### src/rtl/joystick_hub.sv
// joystick_hub: NUM_CH joystick channels behind one host register port.
// Per channel: synchronised edge detect, sample shadow, sticky pending/overrun,
// saturating event counter and a one-shot write strobe. irq_out is the
// registered OR of all pending flags.
// Optional feature macro: JOYHUB_TIMESTAMP_EN (32-bit capture timestamps on host_rts).
// Ports:
//   clk_clk, reset_reset       clock, synchronous active-high reset
//   irq_joystick_export        raw per-channel data-ready lines (async)
//   rd_joystick_data           per-channel sample buses, channel i at [i*DATA_W +: DATA_W]
//   host_sel/rd/wr/wdata       host access: select, read strobe, write strobe, write data
//   host_clr_ovr               clears overrun of the selected channel
//   reset_pulsecounter_export  clears all event counters
//   host_rdata/rvalid/rts      read response (sample, valid, timestamp)
//   host_count                 event counter of host_sel, one cycle late
//   irq_pending/overrun/out    interrupt flags
//   we_joystick_export/data    per-channel write strobe and its data
module joystick_hub #(
  parameter int unsigned NUM_CH = 8,
  parameter int unsigned DATA_W = 64,
  parameter int unsigned CNT_W  = 16,
  parameter int unsigned SEL_W  = 4
) (
  input  logic                     clk_clk,
  input  logic                     reset_reset,
  input  logic [NUM_CH-1:0]        irq_joystick_export,
  input  logic [NUM_CH*DATA_W-1:0] rd_joystick_data,
  input  logic [SEL_W-1:0]         host_sel,
  input  logic                     host_rd,
  input  logic                     host_wr,
  input  logic [DATA_W-1:0]        host_wdata,
  input  logic                     host_clr_ovr,
  input  logic                     reset_pulsecounter_export,
  output logic [DATA_W-1:0]        host_rdata,
  output logic                     host_rvalid,
  output logic [CNT_W-1:0]         host_count,
  output logic [31:0]              host_rts,
  output logic [NUM_CH-1:0]        irq_pending,
  output logic [NUM_CH-1:0]        irq_overrun,
  output logic                     irq_out,
  output logic [NUM_CH-1:0]        we_joystick_export,
  output logic [DATA_W-1:0]        we_joystick_data
);

  localparam int unsigned TS_W = 32;

  logic [NUM_CH-1:0] r_sync1, r_sync2, r_hist;
  logic [NUM_CH-1:0] r_pending, r_overrun, r_we;
  logic [DATA_W-1:0] r_shadow [NUM_CH];
  logic [CNT_W-1:0]  r_count  [NUM_CH];
  logic [DATA_W-1:0] r_rdata, r_we_data;
  logic [CNT_W-1:0]  r_host_count;
  logic [TS_W-1:0]   r_rts;
  logic              r_rvalid, r_irq_out;

  logic [NUM_CH-1:0] w_edge, w_sel_oh;
  logic [DATA_W-1:0] w_rd_shadow;
  logic [CNT_W-1:0]  w_sel_count;
  logic [TS_W-1:0]   w_rd_stamp;

`ifdef JOYHUB_TIMESTAMP_EN
  logic [TS_W-1:0]   r_ts;
  logic [TS_W-1:0]   r_stamp [NUM_CH];
`endif

  // Edge detect and host-select decode; an out-of-range select gives an empty one-hot,
  // so every mux below naturally returns 0 and no per-channel action fires.
  always_comb begin
    w_edge      = r_sync2 & ~r_hist;
    w_sel_oh    = '0;
    w_rd_shadow = '0;
    w_sel_count = '0;
    w_rd_stamp  = '0;
    for (int i = 0; i < NUM_CH; i++) begin
      w_sel_oh[i] = (host_sel == SEL_W'(i));
      if (w_sel_oh[i]) begin
        w_rd_shadow = r_shadow[i];
        w_sel_count = r_count[i];
`ifdef JOYHUB_TIMESTAMP_EN
        w_rd_stamp  = r_stamp[i];
`endif
      end
    end
  end

  // Host-side response registers and synchroniser chain
  always_ff @(posedge clk_clk) begin
    if (reset_reset) begin
      r_sync1      <= '0;
      r_sync2      <= '0;
      r_hist       <= '0;
      r_rvalid     <= 1'b0;
      r_rdata      <= '0;
      r_rts        <= '0;
      r_we         <= '0;
      r_we_data    <= '0;
      r_host_count <= '0;
      r_irq_out    <= 1'b0;
    end else begin
      r_sync1      <= irq_joystick_export;
      r_sync2      <= r_sync1;
      r_hist       <= r_sync2;
      r_rvalid     <= host_rd;
      r_we         <= host_wr ? w_sel_oh : '0;
      r_host_count <= w_sel_count;
      r_irq_out    <= |r_pending;
      if (host_rd) begin
        r_rdata <= w_rd_shadow;
        r_rts   <= w_rd_stamp;
      end
      if (host_wr) r_we_data <= host_wdata;
    end
  end

  // Per-channel capture, flags and counters; a coincident edge always wins over clears
  always_ff @(posedge clk_clk) begin
    if (reset_reset) begin
      r_pending <= '0;
      r_overrun <= '0;
      for (int i = 0; i < NUM_CH; i++) begin
        r_shadow[i] <= '0;
        r_count[i]  <= '0;
      end
    end else begin
      for (int i = 0; i < NUM_CH; i++) begin
        if (w_edge[i]) begin
          r_shadow[i]  <= rd_joystick_data[i*DATA_W +: DATA_W];
          r_pending[i] <= 1'b1;
        end else if (host_rd && w_sel_oh[i]) begin
          r_pending[i] <= 1'b0;
        end
        if (w_edge[i] && r_pending[i]) r_overrun[i] <= 1'b1;
        else if (host_clr_ovr && w_sel_oh[i]) r_overrun[i] <= 1'b0;
        if (reset_pulsecounter_export) r_count[i] <= w_edge[i] ? CNT_W'(1) : '0;
        else if (w_edge[i] && !(&r_count[i])) r_count[i] <= r_count[i] + CNT_W'(1);
      end
    end
  end

`ifdef JOYHUB_TIMESTAMP_EN
  // Free-running cycle counter; stamps are taken alongside the shadow capture
  always_ff @(posedge clk_clk) begin
    if (reset_reset) begin
      r_ts <= '0;
      for (int i = 0; i < NUM_CH; i++) r_stamp[i] <= '0;
    end else begin
      r_ts <= r_ts + TS_W'(1);
      for (int i = 0; i < NUM_CH; i++)
        if (w_edge[i]) r_stamp[i] <= r_ts;
    end
  end
`endif

  assign host_rdata         = r_rdata;
  assign host_rvalid        = r_rvalid;
  assign host_count         = r_host_count;
  assign host_rts           = r_rts;
  assign irq_pending        = r_pending;
  assign irq_overrun        = r_overrun;
  assign irq_out            = r_irq_out;
  assign we_joystick_export = r_we;
  assign we_joystick_data   = r_we_data;

endmodule

### config.mk
export PLATFORM = sky130hd
export DESIGN_NAME = joystick_hub
export DESIGN_NICKNAME = d
export VERILOG_FILES = /design/src/rtl/joystick_hub.sv
export SDC_FILE = /design/constraint.sdc
export NUM_CORES = 1
export LEC_CHECK = 0
export BUFFER_PORTS_ARGS = -buffer_cell sky130_fd_sc_hd__buf_4
export CORE_AREA = 3 3 308 310
export CTS_BUF_LIST = sky130_fd_sc_hd__clkbuf_2 sky130_fd_sc_hd__clkbuf_4 sky130_fd_sc_hd__clkbuf_8
export DETAILED_ROUTE_END_ITERATION = 16
export DIE_AREA = 0 0 311 313
export HOLD_SLACK_MARGIN = 0.12
export PLACE_DENSITY = 0.63
export SKIP_CTS_REPAIR_TIMING = 1
export SYNTH_ARGS = -nofsm -noshare
export SYNTH_HDL_FRONTEND = slang
export SYNTH_SLANG_ARGS = --single-unit
### constraint.sdc
create_clock -name clk_clk -period 8 [get_ports clk_clk]
set_input_delay 0.8 -clock clk_clk [delete_from_list [all_inputs] [get_ports clk_clk]]
set_output_delay 0.8 -clock clk_clk [all_outputs]
set_load 0.01 [all_outputs]
==> out/results.ini, run 1 <==
[route]
via_count=28332
drtIter0Drc=3158
wl_per_cell_um=26.6
ant_nets=0
dr.pass1.iters=5
routed_wl_um=139000
vias_per_cell=5.44
drc=0

[synthesis]
synth_compound_area_share_pct=7.62
synth_area_per_cell_um2=12.0
synthCells=3102
synth_ff_type=edfxtp_1
yosysSeqAreaShare_pct=62.2
yosys.area_share.adder_pct=0.270
synth_area_um2=37100
ys_warn_count=0
synth-seq-cells=834
postSynth.asyncResetShare_pct=0
synth_top_family_by_area=simple AND/OR/NAND/NOR gates
synth_simple_gate_area_share_pct=17.5
synthMuxAreaShare_pct=6.31
synth-xor-area-share_pct=2.53
synth_edf_count=640
synthDistinctLibCells=61

[final_layout]
area_delta_synth_final_pct=26.0
register_area_um2=23100
multi_input_area_um2=13000
final_util_pct=50.9
fillers=8383
final_common_cell=buf_4
layout_common_cells=801 x buf_4, 640 x edfxtp_1, 308 x nor2_1
nNetsFinal=4430
layout-drive-gt1-share_pct=28.6

[sta]
finalSetupTns_ns=0
hold_viol=0
relSlewSlack_pct=24.1
worstMarginPinSlew_ns=1.14
finClkSkew_ns=0.0384
period_share_pct=39.0
setup_viol=0
rsz0062_at_grt=no
max_freq_mhz=320
drv_slew=0
period_needed_ns=3.12

[placement]
hpwl_um=94600
portBuffers=763
place_congestion=0.895

[power]
power_density_nw_per_um2=215
p_leak_uw=0.0190
power_uw=10000
irDropWorstVdd_uv=150

[clock_tree]
cts.path.max_buffers=3
cts_buffers=145
tritoncts=built
cts-root-buf=clkbuf_8
path_clk_slew_ns=0.06
cts.sinks=834
clk_latency_ns=0.82
cts-htree-levels=4

[worst_setup_path]
start_kind=input port
critPathRequiredTime_ns=8.69
cp_slowest_cell=or4_2
cpPeakStageDelay_ns=1.11
worstPathCellList=buf_4 -> buf_4 -> nand2b_2 -> or4_2 -> o22ai_1 -> nor2_1
critical_path_class=input port to flip-flop
crit_arrival_ns=3.81
crit_top_cell=buf_4
end_kind=flip-flop
critPathMaxFanout=52

[global_routing]
grt_start_max_net_pins=108
track_usage_pct=27.5
grt_pass1_wl_um=195000
first_global_vias=27727
grt-ovfl-total=0
antenna_found_initial=18

[floorplan]
fp.dieH_um=313
die_w_um=311
rows=111
io_pins=796
die_area_um2=97300
coreArea_um2=91900
initial_utilization_pct=40.4

[job]
cap_violations=0

[worst_hold_path]
hold_path.class=input port to flip-flop

[status]
outcome=completed

-- critical path: cells and delay by family --
family,cells,cell delay [ns]
AND/OR/NAND/NOR,3,1.40
buffers and inverters,2,1.20
AO/OA/AOI/OAI,1,0.36
-- path summary, 6_finish.rpt --
check / from / to / slack [ns] / cells past startpoint
worst max-delay path: host_sel[1] / host_rdata[62] / 4.88 / 6
worst min-delay path: irq_joystick_export[1] / r_sync1[1] / 0.20 / 2
worst max register to register: r_count[1][48] / r_count[1][56] / 5.11 / 5
worst min register to register: r_sync1[7] / r_sync2[7] / 0.44 / 1
-- synth_stat cells (50+ instances only) --
| library cell | number | area [um^2] |
|---|---|---|
| a21oi_1 | 169 | 846 |
| and2_1 | 263 | 1650 |
| and3_1 | 169 | 1060 |
| clkbuf_1 | 152 | 571 |
| dfxtp_1 | 194 | 3880 |
| edfxtp_1 | 640 | 19200 |
| mux2i_1 | 145 | 1450 |
| nand2_1 | 97 | 364 |
| nand3_1 | 54 | 270 |
| nor2_1 | 316 | 1190 |
| nor2b_1 | 163 | 1020 |
| o21ai_0 | 120 | 601 |
| o22ai_1 | 79 | 494 |
| xnor2_1 | 50 | 438 |
| xor2_1 | 57 | 499 |
-- area by class of cell --
| class | instances | share of cell area (%) |
|---|---|---|
| antenna | 17 | 0.0910 |
| tap | 1243 | 3.33 |
| timing repair buffer | 803 | 12.9 |
| inverter | 31 | 0.260 |
| clock buffer | 214 | 5.56 |
| multi-input combinational | 2013 | 27.8 |
| sequential | 834 | 49.4 |
| clock inverter | 51 | 0.682 |
-- power breakdown --
part           leakage, uW  total (uW)  internal [uW]  switching [uW]
Sequential         0.00834        5060           4920             137
Combinational      0.00914        1030            443             583
Clock              0.00155        3960           2150            1800
Total               0.0190       10000           7520            2520
-- per-layer routing --
layer | wire, um | global-route usage [%]
met5 | 17 | 0
met4 | 4210 | 9.66
met3 | 11800 | 6.27
met2 | 67000 | 45.1
met1 | 55600 | 36.0
-- cell families (layout without fill, tap and decap cells) --
| kind of cell | Yosys count | count (layout) |
|---|---|---|
| AOI/OAI and AO/OA | 476 | 476 |
| buffers and inverters | 286 | 1099 |
| adders and majority gates | 8 | 8 |
| xor gates and xnor gates | 107 | 107 |
| DFF | 834 | 834 |
| other | 1 | 49 |
| and+or+nand+nor | 1205 | 1205 |
| muxes | 185 | 185 |
-- state kept, by name, indices dropped and copies added (netlist names), 16 cells and up --
name / flops
host_count: 16
host_rdata: 64
r_count: 128
r_shadow: 512
we_joystick_data: 64
-- stage by stage --
step           std cells  area [um^2]  setup slack [ns]  hold WS (ns)
5_1_grt             5201        46700              4.65         0.159
3_5_place_dp        4924        43800              4.01         0.432
2_1_floorplan       3133        37200              4.59         0.414
4_1_cts             5189        46700              4.89         0.132
3_3_place_gp        4924        43800              4.03         0.419
6_report            5206        46800              4.88         0.200
Power figures use the tool's default switching activity.
==> run 2: changes to the inputs <==
- ABC_AREA: unset -> 1
- CORE_AREA: 3 3 308 310 -> 3 3 313 315
- DIE_AREA: 0 0 311 313 -> 0 0 316 318
- PLACE_DENSITY: 0.63 -> 0.65
- clock period: 8 -> 2.7 ns (I/O delays scaled with it)
==> run 2 against run 1 <==
Compared with the run above:
- clock power rose to 3.0 times the previous value
- worst setup slack worse by 4.8 ns
- hold slack got worse by 0.044 ns
- combinational power grew to 3.7 times the previous value
- first-iteration DRC count grew 20%
- power grew to 3.0 times the previous value
- design area is 18% higher
- critical path depth rose by 7
- clock skew increased by 0.00061 ns
- core utilization increased by 7.0 points
- critical endpoint is now host_rdata[17]
- largest power group unchanged
==> out/results.ini, run 2 <==
[worst_setup_path]
cp_slowest_cell=dlygate4sd3_1
worstPathCellList=dlygate4sd3_1 -> buf_4 -> nor2_4 -> dlygate4sd3_1 -> nand2_2 -> inv_2 -> buf_4 -> nand2_1 -> nand2_1 -> a21oi_1 -> nand3_1 -> o21bai_1 -> nand2_1
crit_top_cell=nand2_1
critPathMaxFanout=25
end_kind=flip-flop
r2r_cells=11
cpPeakStageDelay_ns=0.70
r2r_start=r_count[0][16]
critical_path_class=input port to flip-flop
reg2reg_slack_ns=0.37
crit_arrival_ns=3.34
start_kind=input port
timing.rr.end=r_count[0][28]
critPathRequiredTime_ns=3.45

[route]
dr.pass1.iters=6
drtIter0Drc=3782
routed_wl_um=157000
ant_nets=0
vias_per_cell=5.03
drc=0
via_count=35873
wl_per_cell_um=21.9

[synthesis]
yosys.area.top_type_share_pct=50.3
synth_area_um2=38200
synth_common_cells=921 x nor2_1, 737 x inv_1, 642 x nand2_1
synth_ff_type=edfxtp_1
synth_area_per_cell_um2=8.94
postSynth.asyncResetShare_pct=0
synth_top_family_by_area=simple AND/OR/NAND/NOR gates
yosysMostFrequentCell=nor2_1
yosys-top-cells-area=edfxtp_1 50%, dfxtp_1 10%, nor2_1 9.0%
synth_edf_count=640
synth_simple_gate_area_share_pct=22.0
synth-xor-area-share_pct=0.986
synthCells=4273
ys_warn_count=0
synth_compound_area_share_pct=5.65
yosysSeqAreaShare_pct=60.5
yosys.area_share.adder_pct=0.262
synthDistinctLibCells=44
yosysTopAreaCell=edfxtp_1
synth-seq-cells=834
synthMuxAreaShare_pct=0

[floorplan]
die_area_um2=100000
initial_utilization_pct=40.2
coreArea_um2=95200
fp.dieH_um=318
die_w_um=316
rows=113
io_pins=796

[clock_tree]
cts.path.max_buffers=3
cts-root-buf=clkbuf_8
clk_latency_ns=0.82
tritoncts=built
cts_buffers=148
cts-htree-levels=4
cts.sinks=834
path_clk_slew_ns=0.06

[power]
p_leak_uw=0.0255
irDropWorstVdd_uv=387
power_density_nw_per_um2=556
power_uw=30600

[sta]
fin_ws_ns=0.113
setup_viol=0
period_needed_ns=2.59
relSlewSlack_pct=27.8
worstMarginPinSlew_ns=1.08
rsz0062_at_grt=no
whs_ns=0.156
hold_viol=0
finClkSkew_ns=0.0390
max_freq_mhz=387
period_share_pct=95.8
drv_slew=0

[placement]
place_ws_ns=0.119
portBuffers=763
dpl_cell_area_um2=45300
post-place-cells=6184
hpwl_um=107000
place_congestion=0.973

[global_routing]
grt-ovfl-total=0
track_usage_pct=27.9
grt_start_max_net_pins=119
first_global_vias=32162
grt_use_met2_pct=47.3
use_met3_pct=5.37
grtUsageMet1_pct=33.8
antenna_found_initial=11
grt_pass1_wl_um=206000
top_usage_layer=met2

[worst_hold_path]
hold_path.class=input port to flip-flop
hp-start=reset_pulsecounter_export
worstHoldEndpoint=r_count[1][32]
holdPathStages=6

[final_layout]
final_common_cell=nor2_1
regMostFlops=r_shadow
fin_area_um2=55000
layout-drive-gt1-share_pct=19.8
largest_register_ffs=512
layout_common_cells=921 x nor2_1, 834 x buf_4, 737 x inv_1
nNetsFinal=6342
reg.largest.list=r_shadow: 512 flops, r_count: 128 flops
stdcell_count=7136
area_delta_synth_final_pct=44.0

[job]
cap_violations=0

[status]
outcome=completed

run 2: cell count changes after synthesis, sizes merged, moves of 145 or more:
cell   before  now
nand3      54  276
mux2i     145    0
and3      169    1
nand2      97  652
nor2b     163    0
inv        30  750
nor2      316  931
and2      263    0
run 2: layout make-up:
cell class,count,area [um^2]
Fill cell,7922,40100
Clock buffer,216,2650
Timing Repair Buffer,1520,13300
Sequential cell,834,23100
Tap cell,1265,1580
Antenna cell,13,32.5
Inverter,751,2830
Multi-Input combinational cell,2485,11300
Clock inverter,52,283
run 2: per-stage QoR:
step	utilization [%]	setup TNS (ns)
4_1_cts	50.7	0
2_1_floorplan	-	-122.31
6_report	57.8	0
5_1_grt	57.8	0
3_3_place_gp	47.7	0
3_5_place_dp	47.7	0
run 2: how the worst max path moves through the flow:
| stage | startpoint | to | slack, ns | cells past startpoint |
|---|---|---|---|---|
| 3_5_place_dp | host_sel[3] | host_rdata[40] | 0.12 | 8 |
| 4_1_cts | r_sync2[2] | r_shadow[0][184] | 0.39 | 5 |
| 2_1_floorplan | reset_reset | r_shadow[0][100] | -0.24 | 5 |
| 6_report | host_sel[3] | host_rdata[17] | 0.11 | 13 |
| 3_3_place_gp | host_sel[3] | host_rdata[40] | 0.12 | 8 |
| 5_1_grt | host_sel[3] | host_rdata[17] | 0.07 | 13 |
run 2: logic make-up after synthesis:
group	after synthesis
XOR/XNOR	43
adder cells (fa/ha/maj)	8
other	1
buffers and inverters	985
AND/OR/NAND/NOR	2015
flip-flops	834
AO/OA/AOI/OAI	387
run 2: power by group:
group | leakage, uW | switching, uW | internal [uW]
Combinational | 0.0156 | 1990 | 1790
Clock | 0.00155 | 5460 | 6410
Sequential | 0.00834 | 394 | 14600
Total | 0.0255 | 7850 | 22800
run 2: metal layers:
layer  vias to the layer above  routed length [um]
met5                         -                  20
met4                         2                8660
met3                       457               12200
met2                      1903               77800
met1                     17010               57900
li1                      16501                   -
run 2: worst max-delay path: cells and delay by family:
family,cells,cell delay [ns]
and+or+nand+nor,6,0.76
AOI/OAI and AO/OA,2,0.15
buffers and inverters,5,2.13
